`config.mk`:
```
export PLATFORM = sky130hd
export DESIGN_NAME = lut4_config_sequencer
export DESIGN_NICKNAME = d
export VERILOG_FILES = /design/src/rtl/lut4_config_sequencer.sv
export SDC_FILE = /design/constraint.sdc
export NUM_CORES = 1
export LEC_CHECK = 0
export CAP_MARGIN = 20
export CORE_ASPECT_RATIO = 1.25
export CORE_MARGIN = 3
export CORE_UTILIZATION = 45
export CTS_BUF_LIST = sky130_fd_sc_hd__clkbuf_4
export DETAILED_ROUTE_END_ITERATION = 16
export HOLD_SLACK_MARGIN = 0.03
export PLACE_DENSITY_LB_ADDON = 0.05
export RECOVER_POWER = 50
export SKIP_LAST_GASP = 1
export SLEW_MARGIN = 20
export SYNTH_ARGS = -nofsm -noshare
export SYNTH_HDL_FRONTEND = slang
export SYNTH_SLANG_ARGS = --single-unit
```
`constraint.sdc`:
```
create_clock -name i_clk -period 2.1 [get_ports i_clk]
set_clock_uncertainty 0.1 [all_clocks]
set_input_delay 0.42 -clock i_clk [delete_from_list [all_inputs] [get_ports i_clk]]
set_output_delay 0.42 -clock i_clk [all_outputs]
set_load 0.01 [all_outputs]
```
`src/rtl/lut4_config_sequencer.sv`:
```
// Purpose: shift a 16-entry truth table in serially, then write it into one LUT4 cell.
// Latency: 49 cycles from start to done when the stream never stalls; the write phase is always 32 cycles.
// Backpressure: o_ser_ready is high only in SHIFT, and a low i_ser_valid stalls the pass one cycle at a time.
module lut4_config_sequencer #(
  parameter int LUT_BITS = 16,
  parameter int ADDR_W   = 4
) (
  input  logic              i_clk,
  input  logic              i_rst_n,
  input  logic              i_start,
  input  logic              i_abort,
  input  logic              i_ser_data,
  input  logic              i_ser_valid,
  output logic              o_ser_ready,
  output logic [ADDR_W-1:0] o_addr_load_data,
  output logic              o_Data,
  output logic              o_config_enable,
  output logic              o_busy,
  output logic              o_done
);

  localparam logic [2:0] S_IDLE   = 3'd0;
  localparam logic [2:0] S_SHIFT  = 3'd1;
  localparam logic [2:0] S_SETUP  = 3'd2;
  localparam logic [2:0] S_STROBE = 3'd3;
  localparam logic [2:0] S_DONE   = 3'd4;

  localparam int              CNT_W    = ADDR_W + 1;
  localparam logic [CNT_W-1:0] CNT_LAST = CNT_W'(LUT_BITS - 1);

  logic [2:0]          state_q,  state_d;
  logic [CNT_W-1:0]    cnt_q,    cnt_d;
  logic [LUT_BITS-1:0] shadow_q, shadow_d;
  logic [ADDR_W-1:0]   addr_q,   addr_d;
  logic                data_q,   data_d;
  logic                en_q,     en_d;

  logic [ADDR_W-1:0]   idx;
  assign idx = cnt_q[ADDR_W-1:0];

  // Next-state logic. SETUP presents address/data with the strobe low, and
  // STROBE only raises the strobe, so the address and data never move while
  // the strobe is high. Abort overrides every transition.
  always_comb begin
    state_d  = state_q;
    cnt_d    = cnt_q;
    shadow_d = shadow_q;
    addr_d   = addr_q;
    data_d   = data_q;
    en_d     = en_q;
    case (state_q)
      S_IDLE: begin
        en_d = 1'b0;
        if (i_start) begin
          state_d = S_SHIFT;
          cnt_d   = '0;
        end
      end
      S_SHIFT: begin
        if (i_ser_valid) begin
          shadow_d[idx] = i_ser_data;
          if (cnt_q == CNT_LAST) begin
            state_d = S_SETUP;
            cnt_d   = '0;
          end else begin
            cnt_d = cnt_q + 1'b1;
          end
        end
      end
      S_SETUP: begin
        addr_d  = idx;
        data_d  = shadow_q[idx];
        en_d    = 1'b0;
        state_d = S_STROBE;
      end
      S_STROBE: begin
        en_d = 1'b1;
        if (cnt_q == CNT_LAST) begin
          state_d = S_DONE;
        end else begin
          cnt_d   = cnt_q + 1'b1;
          state_d = S_SETUP;
        end
      end
      S_DONE: begin
        en_d    = 1'b0;
        state_d = S_IDLE;
      end
      default: begin
        en_d    = 1'b0;
        state_d = S_IDLE;
      end
    endcase
    // The shadow register keeps its contents on abort, so a later pass can be
    // compared against what was shifted in.
    if (i_abort) begin
      state_d  = S_IDLE;
      cnt_d    = '0;
      en_d     = 1'b0;
      shadow_d = shadow_q;
      addr_d   = addr_q;
      data_d   = data_q;
    end
  end

  // State, shadow and LUT-port registers; reset clears everything at once.
  always_ff @(posedge i_clk or negedge i_rst_n) begin
    if (!i_rst_n) begin
      state_q  <= S_IDLE;
      cnt_q    <= '0;
      shadow_q <= '0;
      addr_q   <= '0;
      data_q   <= 1'b0;
      en_q     <= 1'b0;
    end else begin
      state_q  <= state_d;
      cnt_q    <= cnt_d;
      shadow_q <= shadow_d;
      addr_q   <= addr_d;
      data_q   <= data_d;
      en_q     <= en_d;
    end
  end

  assign o_addr_load_data = addr_q;
  assign o_Data           = data_q;
  assign o_config_enable  = en_q;
  assign o_ser_ready      = (state_q == S_SHIFT);
  assign o_busy           = (state_q != S_IDLE);
  assign o_done           = (state_q == S_DONE);

endmodule

```
-- Word level (Yosys, flattened, before mapping)
Cells that the tools add are included.
- add/subtract/negate cells: 1
- $lt $le $gt $ge: 2
- eq/ne operators: 10
- mux-type cells: 19
- bitwise logic cells: 1
- reduce and logical (&&, ||, !) cells: 8
- operators with widths (operator ; count):
    $mux W5 ; 5
    $bwmux W16 ; 1
    $mux W3 ; 5
    $pmux W5 S3 ; 1
    $pmux W3 S4 ; 1
    $ne A3 B3 Y1 const B ; 3
    $eq A3 B2 Y1 const B ; 2
    $reduce_and A3 Y1 ; 2
    $add A5 B1 Y5 const B ; 1
    $eq A5 B4 Y1 const B ; 1
    $lt A4 B5 Y1 const B ; 1
    $bmux W1 S4 ; 1
    $demux W1 S4 ; 1
    $ge A4 B1 Y1 const B ; 1
    $reduce_and A4 Y1 ; 1
    $reduce_bool A4 Y1 ; 1
    $eq A3 B1 Y1 const B ; 1
    $eq A3 B3 Y1 const B ; 1
    $logic_not A3 Y1 ; 1
    $mux W1 ; 3
    $ne A3 B2 Y1 const B ; 1
    $reduce_bool A3 Y1 ; 1
    $ne A2 B2 Y1 const B ; 1
    $pmux W1 S2 ; 1
    other kinds (3) ; 3
- flip-flop bits (word level): 30
- input port bits: 6
- output and inout port bits: 9
- logic and storage cells: 47

-- Depth between registers and ports, before layout
Gate-level depths: netlist (run 1).
- word-level depth: 5
- mapped depth: 7
- gate-level depth less buffers: 6

-- Worst setup path before layout (run 1)
OpenSTA, ideal clock, no wires.
- path type: flip-flop to flip-flop
- start: register cnt_q[0]
- end: register cnt_q[3]
- library setup time: 0.069 ns
- arrival time: 1.823 ns
- required time: 1.931 ns
- path slack: 0.108 ns
- stages on the path, launching flop included: 8
- path buffers: 1
- clock period less this slack: 1.992 ns
- cells stage by stage: dfrtp_1 -> ha_1 -> and4b_1 -> buf_2 -> o22ai_1 -> a21oi_2 -> or4_1 -> nand3_1
- cells in the longest elaborated chain, start to end: 5
- elaborated cells between the ends (all ways): 9
- those cells by class: add/sub (1); eq/ne (2); mux (5); reduce/logical (1)
- ends and longest elaborated chain (item ; line ; source):
    start, declared ; 32 ; logic [CNT_W-1:0] cnt_q, cnt_d;
    start signal, assigned ; 117 ; cnt_q <= cnt_d;
    $add A5 B1 Y5 or $eq A5 B4 Y1 (tied branches) ; n/a ;
    $mux W5 ; 62 ; if (cnt_q == CNT_LAST) begin
    $mux W5 ; 60 ; if (i_ser_valid) begin
    $pmux W5 S3 ; 51 ; case (state_q)
    $mux W5 ; 96 ; if (i_abort) begin
Several ways; a longest one is shown, not always the timed one. The select of a mux whose other input is x is not followed.
A chain may end at the register's enable or synchronous reset.

-- Worst setup path in the final report (run 1)
- start: register state_q[1]
- end: output port o_ser_ready
- cells in the longest elaborated chain, start to end: 1
- ends and longest elaborated chain (item ; line ; source):
    start, declared ; 31 ; logic [2:0] state_q, state_d;
    start signal, assigned ; 116 ; state_q <= state_d;
    $eq A3 B1 Y1 ; 128 ; assign o_ser_ready = (state_q == S_SHIFT);
    end, declared ; 14 ; output logic o_ser_ready,
Every way passes these cells.

==> results.md, run 1 <==
* Crit-path max FO at 6
* Htree depth at 2
* Gr usage total at 19.1%
* Fraction of registers with async set/reset at 100%
* Placed Area at 1850 um2
* Grt peak-use layer: met2
* Cell Pwr Density at 532 nW/um2
* GR Util met1 at 20.9%
* Pleak at 0.904 nW
* Non-Filler Instances at approximately 210
* Gate Count Post-Synth at between 100 and 150
* Die area at approximately 4300 um2
* Post-synth EDFFs at 0
* Hold Path Cell Cnt at 1
* First-pass GRT wire length at a little under 6000 um
* R2R depth at 6
* Required @ worst endpoint at 1.58 ns
* Die Width at between 50 and 60 um
* Via count of the first global-routing pass at 1247
* CTS Root Cell: clkbuf_4
* Met3 usage at 4.96%
* Max VDD drop at 0.000423 V
* Die Y at 72.6 um
* Setup TNS Final at 0 ns
* M2 GR Usage at between 30% and 40%
* CP Class: reg -> out
* Final instance area at 1910 um2
* Top cell type's share of synthesized area at a little under half
* Avg WL per Cell at 16.3 um
* Gr ovfl total at 0
* # nets final at 190
* Dominant cell type by area after synthesis: dfrtp_1
* Max-cap viol count at 0
* Worst min path class: reg -> reg
* Crit. End Element: primary output
* Post-synth top flop: dfrtp_1
* Inserted Clock Buffers at 5
* Initial antenna violation count at 0
* Synth Warn # at 0
* Period utilization at 98.3%
* Fin. Hold Viols at 0
* Top Ports at 15
* DRT iter0 DRCs at 46
* # diodes at 0
* Routability Congestion at 0.824
* Port Buffers at 14
* Max-slew violation total from the final report at 0
* RSZ-0062 raised after global routing: yes
* Final Power at 1.02 mW
* Clock latency on the worst-skew pair at 0.33 ns
* F_max at 484 MHz
* Final Setup Violations at 0
* CP arrival at around 1.5 ns
* Mean Syn Cell Area at 10.8 um2
* Final worst path period need at slightly above 2 ns
* Synth cell types at 35
* Worst rel slew slack at around half
* Routed vias/inst at 5.55
* Via count at roughly 1200
* # rows at 23
* Run status: finished, final reports clean
* Synthesized net count at 160
* Worst-margin pin slew at approximately 0.75 ns
* Share of cells above drive strength 1 at 29.4%
* Pin count of the biggest net entering global routing at 31
* Crit path launch type: flop
* Post-Syn Area at 1600 um2
* Yosys reg bits at 30
* HPWL Detailed at 2560 um
* Core box area at 3310 um2
* Top cells by area, synth: dfrtp_1 47%, mux2_2 14%, nand2_1 6.3%, ha_1 4.7%, mux4_2 4.2%
* # hold bufs at CTS at 0
* Starting Density at 48.3%
* Clock Path Buffers at 2
* Remaining DRCs at 0
* Final core occ at 57.8%
* CTS tree: built
* P&R area growth vs syn at 19.7%
* TritonRoute pass-1 iters at 4
* Share of the yosys chip area belonging to registers at 46.9%
* Clock Sinks at 30
* Placed Instances at 205
* Routed Antenna Nets at 0
* Reg clk slew, reported paths at 0.09 ns
* Routed WL at 3480 um
[sequential cells by signal, indices dropped and copies added, names as in the netlist]
register,flops
o_Data,1
o_config_enable,1
cnt_q,5
state_q,3
o_addr_load_data,4
shadow_q,16
[path summary, 6_finish.rpt]
kind                              start      endpoint  slack [ns]
hold reg to reg            shadow_q[14]  shadow_q[14]        0.39
min in group asynchronous       i_rst_n    state_q[0]        0.57
max in group asynchronous       i_rst_n      cnt_q[1]        0.81
setup / recovery             state_q[1]   o_ser_ready        0.04
setup reg to reg             state_q[2]   shadow_q[7]        0.05
hold / removal             shadow_q[14]  shadow_q[14]        0.39
[layer usage]
metal,vias to the layer above,wire [um]
met5,-,0
met4,0,106
met3,11,151
met2,26,1840
met1,575,1390
li1,575,-
[cell families (layout without fill, tap and decap cells)]
family / count (synthesis) / after routing / synth area share (%)
and+or+nand+nor: 56 / 56 / 17.1
DFF: 30 / 30 / 46.9
muxes: 27 / 27 / 21.0
AOI/OAI and AO/OA: 16 / 16 / 6.73
buffers and inverters: 13 / 42 / 3.60
adders and majority gates: 6 / 6 / 4.69
[cell type report]
cell class                 count  area (um2)
inverter                       5        18.8
clock inverter                 1        3.75
tap                           37        46.3
multi-input combinational    105         796
clock buffer                   5        37.5
fill                         307        1400
timing repair buffer          31         259
sequential                    30         753
[cells in the final DEF (no fill, tap or decap), types with 3 or more instances in the layout]
| cell type | Yosys | routed |
|---|---|---|
| clkdlybuf4s50_1 | 0 | 10 |
| inv_1 | 5 | 3 |
| and2_1 | 5 | 3 |
| nand3_1 | 3 | 3 |
| ha_1 | 6 | 6 |
| mux4_2 | 3 | 3 |
| mux2_2 | 20 | 20 |
| dfrtp_1 | 30 | 28 |
| nor3_1 | 4 | 4 |
| clkbuf_4 | 0 | 5 |
| nand2_1 | 27 | 27 |
| nor2_1 | 5 | 5 |
| buf_4 | 1 | 15 |
| o21ai_0 | 4 | 4 |
[power by group]
part | internal (mW) | leakage [nW] | switching [mW]
logic | 0.0582 | 0.471 | 0.0554
registers | 0.593 | 0.408 | 0.0101
clock network | 0.114 | 0.0246 | 0.187
[stage by stage]
step                hold WS (ns)  worst slack, ns
floorplan                 0.0244            0.108
global placement           0.372           -0.203
detailed placement         0.383           -0.231
CTS                        0.363          -0.0384
global route               0.425          -0.0409
finish                     0.394           0.0359
[critical path, stage by stage (launching register included)]
cell             delay, ns
dfrtp_2               0.43
inv_2                 0.10
and3_1                0.16
clkdlybuf4s50_1       0.53
[repair_timing]
action	in CTS	in global routing
pin swaps	0	0
setup buffers	2	1
setup endpoints to repair	3	10
gates resized for setup	4	6
[Yosys cell counts, types with 3 or more instances]
master / n
inv_1: 5
and2_1: 5
o21ai_0: 4
nor2_1: 5
nand3_1: 3
mux4_2: 3
buf_2: 4
mux2_2: 20
ha_1: 6
nand2_1: 27
clkbuf_1: 3
nor3_1: 4
dfrtp_1: 30
(Power assumes the default switching activity.)
==> run 2: changes to the inputs <==
--- a/config.mk
+++ b/config.mk
@@ -11,6 +11,7 @@
 export CORE_UTILIZATION = 45
 export CTS_BUF_LIST = sky130_fd_sc_hd__clkbuf_4
 export DETAILED_ROUTE_END_ITERATION = 16
+export GPL_ROUTABILITY_DRIVEN = 0
 export HOLD_SLACK_MARGIN = 0.03
 export PLACE_DENSITY_LB_ADDON = 0.05
 export RECOVER_POWER = 50
==> results of run 2 <==
Final layout, timing and power as in run 1 (identical DEF).
